$ cat config.mk
export PLATFORM = sky130hd
export DESIGN_NAME = laser_rx_word_framer
export DESIGN_NICKNAME = d
export VERILOG_FILES = /design/src/rtl/laser_link_pkg.sv /design/src/rtl/laser_word_fifo.sv /design/src/rtl/laser_rx_word_framer.sv
export SDC_FILE = /design/constraint.sdc
export NUM_CORES = 1
export LEC_CHECK = 0
export CAP_MARGIN = 30
export CORE_UTILIZATION = 53
export CTS_CLUSTER_SIZE = 30
export DETAILED_ROUTE_END_ITERATION = 12
export GPL_TIMING_DRIVEN = 0
export PLACE_DENSITY = 0.84
export SKIP_LAST_GASP = 1
export SLEW_MARGIN = 25
export SYNTH_ARGS = -nofsm -noshare
export SYNTH_HDL_FRONTEND = slang
export SYNTH_SLANG_ARGS = --single-unit
$ cat constraint.sdc
create_clock -name clk -period 2.5 [get_ports clk]
set_input_delay 0.375 -clock clk [delete_from_list [all_inputs] [get_ports clk]]
set_output_delay 0.375 -clock clk [all_outputs]
set_load 0.05 [all_outputs]
$ cat src/rtl/laser_link_pkg.sv
// Shared laser-link definitions: word framing constants, framer states and
// the busy/retry status decode used by both the framer and the control sequencer.
package laser_link_pkg;

  localparam int unsigned LASER_WORD_BYTES  = 4;
  localparam int unsigned UART_CLKS_PER_BIT = 186;

  typedef enum logic [0:0] {
    FRAMER_IDLE    = 1'b0,
    FRAMER_COLLECT = 1'b1
  } framer_state_t;

  function automatic logic is_busy_word(input logic [31:0] word);
    return (word[23:16] == 8'h00) && (word[3:0] != 4'h0);
  endfunction

endpackage

$ cat src/rtl/laser_word_fifo.sv
// First-word-fall-through synchronous FIFO for 32-bit laser response words.
// Reports a dropped push when full and not simultaneously popped.
module laser_word_fifo #(
  parameter int unsigned FIFO_AW = 2
) (
  input  logic               clk,
  input  logic               pll_rst,
  input  logic               flush,
  input  logic               push,
  input  logic [31:0]        push_data,
  input  logic               pop_req,
  output logic [31:0]        head_data,
  output logic               not_empty,
  output logic [FIFO_AW:0]   level,
  output logic               dropped
);

  localparam int unsigned          DEPTH     = 1 << FIFO_AW;
  localparam logic [FIFO_AW:0]     LEVEL_MAX = (FIFO_AW+1)'(DEPTH);
  localparam logic [FIFO_AW:0]     LEVEL_ONE = 1;
  localparam logic [FIFO_AW-1:0]   PTR_ONE   = 1;

  logic [31:0]        mem [DEPTH];
  logic [FIFO_AW-1:0] wr_ptr;
  logic [FIFO_AW-1:0] rd_ptr;
  logic               empty;
  logic               full;
  logic               do_push;
  logic               do_pop;

  always_comb begin
    empty   = (level == '0);
    full    = (level == LEVEL_MAX);
    do_pop  = pop_req && !empty;
    // A full FIFO still accepts a push when the head leaves in the same cycle.
    do_push = push && (!full || do_pop);
    dropped = push && full && !do_pop;
  end

  always_ff @(posedge clk or posedge pll_rst) begin
    if (pll_rst) begin
      wr_ptr <= '0;
      rd_ptr <= '0;
      level  <= '0;
    end else if (flush) begin
      wr_ptr <= '0;
      rd_ptr <= '0;
      level  <= '0;
    end else begin
      if (do_push) wr_ptr <= wr_ptr + PTR_ONE;
      if (do_pop)  rd_ptr <= rd_ptr + PTR_ONE;
      case ({do_push, do_pop})
        2'b10:   level <= level + LEVEL_ONE;
        2'b01:   level <= level - LEVEL_ONE;
        default: level <= level;
      endcase
    end
  end

  always_ff @(posedge clk) begin
    if (do_push && !flush) mem[wr_ptr] <= push_data;
  end

  assign not_empty = !empty;
  assign head_data = empty ? '0 : mem[rd_ptr];

endmodule

$ cat src/rtl/laser_rx_word_framer.sv
// Frames UART receiver bytes into big-endian 32-bit words with an inter-byte
// timeout, buffers them in a FWFT FIFO and flags busy/retry head words.
module laser_rx_word_framer
  import laser_link_pkg::*;
#(
  parameter int unsigned TIMEOUT_W = 25,
  parameter int unsigned FIFO_AW   = 2
) (
  input  logic               clk,
  input  logic               pll_rst,
  input  logic               rx_dv,
  input  logic [7:0]         rx_byte,
  input  logic               flush,
  input  logic               rd_en,
  output logic [31:0]        word_out,
  output logic               word_valid,
  output logic               word_busy,
  output logic               byte_timeout,
  output logic               overflow,
  output logic [FIFO_AW:0]   fifo_level
);

  localparam logic [1:0]           LAST_BYTE = 2'(LASER_WORD_BYTES - 1);
  localparam logic [1:0]           CNT_ONE   = 2'd1;
  localparam logic [TIMEOUT_W-1:0] TMO_ONE   = 1;

  framer_state_t          state;
  logic [23:0]            shreg;
  logic [1:0]             count;
  logic [TIMEOUT_W-1:0]   tmo_cnt;
  logic [TIMEOUT_W-1:0]   tmo_next;
  logic                   timeout_hit;
  logic                   word_push;
  logic [31:0]            push_word;
  logic                   fifo_dropped;

  always_comb begin
    tmo_next    = tmo_cnt + TMO_ONE;
    // Fire on the edge the counter MSB would set; a coincident byte wins.
    timeout_hit = (state == FRAMER_COLLECT) && !rx_dv && tmo_next[TIMEOUT_W-1];
    word_push   = (state == FRAMER_COLLECT) && rx_dv && (count == LAST_BYTE) && !flush;
    push_word   = {shreg, rx_byte};
  end

  always_ff @(posedge clk or posedge pll_rst) begin
    if (pll_rst) begin
      state        <= FRAMER_IDLE;
      shreg        <= '0;
      count        <= '0;
      tmo_cnt      <= '0;
      byte_timeout <= 1'b0;
      overflow     <= 1'b0;
    end else if (flush) begin
      state        <= FRAMER_IDLE;
      shreg        <= '0;
      count        <= '0;
      tmo_cnt      <= '0;
      byte_timeout <= 1'b0;
      overflow     <= 1'b0;
    end else begin
      byte_timeout <= 1'b0;
      overflow     <= overflow | fifo_dropped;
      case (state)
        FRAMER_IDLE: begin
          tmo_cnt <= '0;
          if (rx_dv) begin
            shreg <= {16'h0000, rx_byte};
            count <= CNT_ONE;
            state <= FRAMER_COLLECT;
          end
        end
        FRAMER_COLLECT: begin
          if (rx_dv) begin
            tmo_cnt <= '0;
            shreg   <= {shreg[15:0], rx_byte};
            if (count == LAST_BYTE) begin
              count <= '0;
              state <= FRAMER_IDLE;
            end else begin
              count <= count + CNT_ONE;
            end
          end else if (timeout_hit) begin
            tmo_cnt      <= '0;
            count        <= '0;
            byte_timeout <= 1'b1;
            state        <= FRAMER_IDLE;
          end else begin
            tmo_cnt <= tmo_next;
          end
        end
        default: state <= FRAMER_IDLE;
      endcase
    end
  end

  laser_word_fifo #(.FIFO_AW(FIFO_AW)) u_fifo (
    .clk       (clk),
    .pll_rst   (pll_rst),
    .flush     (flush),
    .push      (word_push),
    .push_data (push_word),
    .pop_req   (rd_en),
    .head_data (word_out),
    .not_empty (word_valid),
    .level     (fifo_level),
    .dropped   (fifo_dropped)
  );

  assign word_busy = word_valid && is_busy_word(word_out);

endmodule

* Word-level counts from Yosys, hierarchy flattened
Memory sizes are Yosys's and may differ from the RTL's.
Index checks and enable logic that the tools add are counted.
** Word-level totals
- Register bits :: 61
- Latch bits :: 0
- Memory bits (writable) :: 128
- Bits in read-only memories :: 0
- Input port bits :: 13
- Memories kept :: 1
** Cells by class
- $add $sub $neg :: 6
- Multiply operators :: 0
- Divide/modulo/power cells :: 0
- Order comparisons :: 0
- Eq/ne operators :: 7
- Shift-type cells :: 0
- Muxes and demuxes :: 34
- Bitwise gates (word level) :: 2
- Reduce and logical (&&, ||, !) cells :: 26
** Memories
- u_fifo.mem :: depth 4, width 32, read ports 1, clocked after memory_dff 0, wr ports 1, RTL line laser_word_fifo.sv:23 : logic [31:0] mem [DEPTH];
** Operator list (count)
- $mux 25 :: 3
- $mux 24 :: 3
- $pmux 25 s2 :: 1
- $pmux 24 s2 :: 1
- $mux 32 :: 1
- $add 25x1->25 const B :: 1
- $mux 2 :: 9
- $logic_and 1x1->1 :: 12
- $mux 1 :: 12
- $logic_not 8->1 :: 1
- $add 2x1->2 const B :: 3
- $ne 3x3->1 const B :: 2
- $pmux 3 s2 :: 1
- $logic_not 1->1 :: 5
- $eq 2x2->1 const B :: 2
- $ne 4x3->1 const B :: 1
- $pmux 2 s2 :: 1
- $reduce_and 2->1 :: 2
- $reduce_bool 2->1 :: 2
- $reduce_bool 4->1 :: 1
- $add 3x1->3 const B :: 1
- $eq 3x3->1 const B :: 1
- $logic_not 3->1 :: 1
- $mux 3 :: 1
- 7 further kinds :: 7

* Longest topological paths before layout
- Depth in word-level cells :: 8
- Gate-level depth with buffers :: 10
- Mapped depth without buffers :: 9

* By module
From an unflattened synthesis, not the netlist that was laid out.
** Unflattened totals
- Cells, all modules :: 495
- Area total of the unflattened synthesis :: 7897.6 µm²
** By module, submodules not included
- laser_word_fifo :: instances 1, cells each 264, area each 5418.9 µm², sequential area each 4018.9 µm²
- laser_rx_word_framer :: instances 1, cells each 231, area each 2478.6 µm², sequential area each 1351.3 µm²

* Least setup slack after synthesis
OpenSTA, ideal clock, no wires.
- Path kind :: register -> output
- Start :: reg u_fifo.level[0]
- End :: out word_busy
- Arrival time :: 2302 ps
- Slack :: -177 ps
- Cell stages (with the launch flop) :: 6
- Cells stage by stage :: dfrtp_1 -> nor3_1 -> inv_1 -> and2_1 -> nor4_1 -> nor2_1
** Between the ends
- Longest elaborated chain between the ends :: 5
- Elaborated cells on any way between the ends :: 7
- Those cells by class :: 1 x mux; 6 x reduce/logical
** RTL lines
- start: declaration :: RTL line laser_word_fifo.sv:14 : output logic [FIFO_AW:0] level,
- start signal: assignment :: RTL line laser_word_fifo.sv:53 : 2'b10: level <= level + LEVEL_ONE;
- start signal: assignment :: RTL line laser_word_fifo.sv:54 : 2'b01: level <= level - LEVEL_ONE;
- start signal: assignment :: RTL line laser_word_fifo.sv:55 : default: level <= level;
- $logic_not 3->1 :: RTL line laser_word_fifo.sv:32 : empty = (level == '0);
- $mux 32 :: RTL line laser_word_fifo.sv:65 : assign head_data = empty ? '0 : mem[rd_ptr];
- named net word_out[3] :: RTL line laser_rx_word_framer.sv:15 : output logic [31:0] word_out,
- $reduce_bool 4->1 :: RTL line laser_link_pkg.sv:14 : return (word[23:16] == 8'h00) && (word[3:0] != 4'h0);
- $logic_and 1x1->1 :: RTL line laser_link_pkg.sv:14
- $logic_and 1x1->1 :: RTL line laser_rx_word_framer.sv:109 : assign word_busy = word_valid && is_busy_word(word_out);
- end: declaration :: RTL line laser_rx_word_framer.sv:17 : output logic word_busy,
The timed path passes the listed nets, and every way through them passes these cells.

* Final worst setup path
- Start :: reg u_fifo.rd_ptr[0]
- End :: out word_busy
** Between the ends
- Longest elaborated chain between the ends :: 5
- Elaborated cells on any way between the ends :: 6
- Those cells by class :: 1 x mux; 4 x reduce/logical; 1 x memory
** RTL lines
- start: declaration :: RTL line laser_word_fifo.sv:25 : logic [FIFO_AW-1:0] rd_ptr;
- start signal: assignment :: RTL line laser_word_fifo.sv:51 : if (do_pop) rd_ptr <= rd_ptr + PTR_ONE;
- $mem_v2 4x32 (*)
- $mux 32 (*) :: RTL line laser_word_fifo.sv:65
- $logic_not 8->1 or $reduce_bool 4->1 (tied branches) :: RTL line laser_link_pkg.sv:14
- $logic_and 1x1->1 (*) :: RTL line laser_link_pkg.sv:14
- $logic_and 1x1->1 (*) :: RTL line laser_rx_word_framer.sv:109
Every way passes the cells marked *; elsewhere a longest branch is shown, timed or not.

==> flow_summary.toml <==
[outcome]
status = "finished, violations left"
violations = "negative setup slack"

[cells_and_area]
mostFrequentLayoutCells = "128 x edfxtp_1, 59 x dfrtp_1, 34 x nor2_1"
fin_cells = 765
fin_nets = 592
mostFrequentLayoutCell = "edfxtp_1"
layout-drive-gt1-share_pct = 32.82
postLayoutCoreUtil_pct = 68.05
diodes = 0
fill_cells = 887
synthToLayoutAreaGrowth_pct = 23.29

[grt]
use_met2_pct = 39.49
grt_pass1_vias = 4692
grt_overflow = 0
grt-busiest-layer = "met2"
grt_pass1_wl_um = 25960
grt_util_met3_pct = 5.489
grtUsageMet1_pct = 30.95
grt_usage_pct = 24.08
antenna_found_initial = 0
grt_max_degree = 44

[setup_path]
crit_required_ns = 2.12
cp-start-kind = "flop"
critPathMaxFanout = 8
arrival_ns = 2.31
path_class = "reg2out"
endpoint_kind = "output port"

[sta]
clock_skew_ns = 0.01153
worstMarginPinSlew_ns = 0.7876
holdWs_ns = 0.2320
finalSetupViolations = 16
grt_setup_unrepaired = "true"
setup_tns_ns = -1.637
hold_viol = 0
maxSlewViolCount = 0
slew-limit-headroom_pct = 47.50
timing.final.crit_share_pct = 107.4
fin_crit_ns = 2.685
fmax_ghz = 0.3724
setup_slack_ns = -0.1853

[floorplan]
core_area_um2 = 14150
die_w_um = 123.4
num_io_pins = 52
rows = 43
dieArea_um2 = 15230
start_util_pct = 55.19
die_height_um = 123.4

[place]
hpwl_um = 9853
gp_congestion = 0.8437
portBuffers = 49
dpl.cell_count = 714

[synthesis]
synth_async_sr_flop_share_pct = 32.28
synth.distinct_cells = 58
ys_dominant_reg_cell = "edfxtp_1"
ys_seq_area_share_pct = 68.76
syn_area_um2 = 7810
ys_ff_latch = 189
synthCells = 480
synth_nets = 500
synth_edf_count = 128
syn_avg_cell_area_um2 = 16.27
synth_warnings = 0

[detailed_routing]
routed_wl_um = 16660
final_antenna_net_count = 0
drt-pass1-iter-count = 5
viasPerCell = 5.967
wire_per_inst_um = 21.77
dr_total_vias = 4565
drt_iter0_markers = 512
drc_errors = 0

[run]
drv_cap = 0

[clocking]
cts_tree = "yes"
ctsRootBufferMaster = "clkbuf_16"
htreeDepth = 4
cts_buffers = 17
cts_sinks = 189
clk_pin_slew_ns = 0.07
clkLatencyLatePin_ns = 0.43
cts_buffer_depth = 2

[power_and_ir_drop]
pwr_density_cell_nw_per_um2 = 636.2
seq_power_share_pct = 55.0
clkPwrFrac_pct = 43.1
combPwrFrac_pct = 2.0
p_leak_uw = 0.003550
ir_worst_vdd_mv = 0.4172
cellInternalPower_uw = 4888
switching_power_uw = 1238
p_total_uw = 6126
power.share.switching_pct = 20.22

[worst_hold_path]
hp-class = "in2async"
-- worst paths after layout --
| check | from | end | slack, ns | depth (start not counted) |
|---|---|---|---|---|
| setup / recovery | u_fifo.rd_ptr[0]$_DFFE_PP0P_ | word_busy | -0.19 | 7 |
| hold / removal | pll_rst | tmo_cnt[2]$_DFF_PP0_ | 0.23 | 2 |
| setup reg to reg | count[0]$_DFFE_PP0P_ | u_fifo.level[2]$_DFFE_PP0P_ | 0.09 | 9 |
| hold reg to reg | tmo_cnt[0]$_DFF_PP0_ | tmo_cnt[0]$_DFF_PP0_ | 0.51 | 1 |
| max in group asynchronous | pll_rst | shreg[5]$_DFFE_PP0P_ | 1.74 | 3 |
| min in group clk | rx_dv | count[1]$_DFFE_PP0P_ | 0.30 | 3 |
-- timing repair --
action | 4_1_cts | 5_1_grt
gates resized for setup | 199 | 85
setup endpoints to repair | 34 | 98
pin swaps | 4 | 0
hold buffers | 0 | 0
gates cloned | 1 | 1
setup buffers | 11 | 7
-- per-layer routing --
metal	wire (um)	up-vias	share of wire (%)
met1	6698	2328	40
li1	-	2002	-
met3	940	41	5.6
met5	0	-	0
met2	8571	194	51
met4	447	0	2.7
-- cell families after synthesis --
group                      count (synthesis)  synth area share [%]
xor gates and xnor gates                  24                 2.691
AOI/OAI and AO/OA                         36                 3.765
buffers and inverters                     28                 1.955
DFF                                      189                 68.76
muxes                                     40                 10.25
and+or+nand+nor                          155                 11.31
other                                      1               0.04802
adders and majority gates                  7                 1.218
-- power by group through the flow --
| stage | clock network (uW) | registers [uW] | logic (uW) |
|---|---|---|---|
| after global routing | 2800 | 3370 | 134 |
| after floorplan | 0 | 3420 | 66.7 |
| after CTS | 2650 | 3370 | 121 |
| final | 2640 | 3370 | 122 |
| after global placement | 0 | 3430 | 109 |
| after detailed placement | 0 | 3430 | 120 |
-- worst max-delay path, stage by stage, from the launching register on --
cell,delay (ns)
dfrtp_1,0.37
buf_8,0.17
buf_4,0.13
mux4_2,0.54
nor4_4,0.30
nand3_2,0.10
nor2_2,0.10
buf_6,0.16
-- per-stage QoR --
step / area (um^2) / setup slack [ns]
CTS: 9376 / -0.1955
detailed placement: 8645 / -1.078
global route: 9629 / -0.3170
finish: 9629 / -0.1853
global placement: 8529 / -1.015
floorplan: 7814 / 0.03122
-- flip-flops by register name, summed over array words and instances (netlist names) --
signal	flops
byte_timeout	1
tmo_cnt	25
overflow	1
u_fifo.level	3
state	1
u_fifo.rd_ptr	2
u_fifo.wr_ptr	2
count	2
u_fifo.mem	128
shreg	24
-- synth_stat cells (2+ instances only) --
| cell type | instances | area [um^2] |
|---|---|---|
| a21oi_1 | 4 | 20.02 |
| a22o_1 | 16 | 140.1 |
| a31oi_1 | 3 | 18.77 |
| and2_1 | 37 | 231.5 |
| and3_2 | 3 | 22.52 |
| and4_1 | 2 | 17.52 |
| and4_4 | 2 | 22.52 |
| buf_1 | 2 | 7.510 |
| buf_2 | 6 | 30.03 |
| clkbuf_1 | 8 | 30.03 |
| clkbuf_2 | 2 | 10.01 |
| dfrtp_1 | 61 | 1526 |
| edfxtp_1 | 128 | 3844 |
| ha_1 | 6 | 75.07 |
| inv_1 | 6 | 22.52 |
| mux2i_1 | 8 | 80.08 |
| mux4_2 | 32 | 720.7 |
| nand2_1 | 20 | 75.07 |
| nand2b_1 | 2 | 12.51 |
| nand3_1 | 14 | 70.07 |
| nand4_1 | 6 | 37.54 |
| nor2_1 | 35 | 131.4 |
| nor2_2 | 11 | 68.82 |
| nor2b_1 | 3 | 18.77 |
| nor3_1 | 5 | 25.02 |
| nor4_1 | 3 | 18.77 |
| o21ai_0 | 2 | 10.01 |
| xnor2_1 | 7 | 61.31 |
| xor2_1 | 17 | 148.9 |
-- layout make-up --
class / instances / area [um^2] / share of cell area (%)
Timing Repair Buffer: 73 / 842.1 / 8.745
Clock buffer: 22 / 454.2 / 4.717
Buffer: 22 / 195.2 / 2.027
Tap cell: 180 / 225.2 / 2.339
Sequential cell: 189 / 5373 / 55.80
Multi-Input combinational cell: 263 / 2397 / 24.90
Clock inverter: 10 / 117.6 / 1.221
Inverter: 6 / 25.02 / 0.2599
Power figures use the tool's default switching activity.
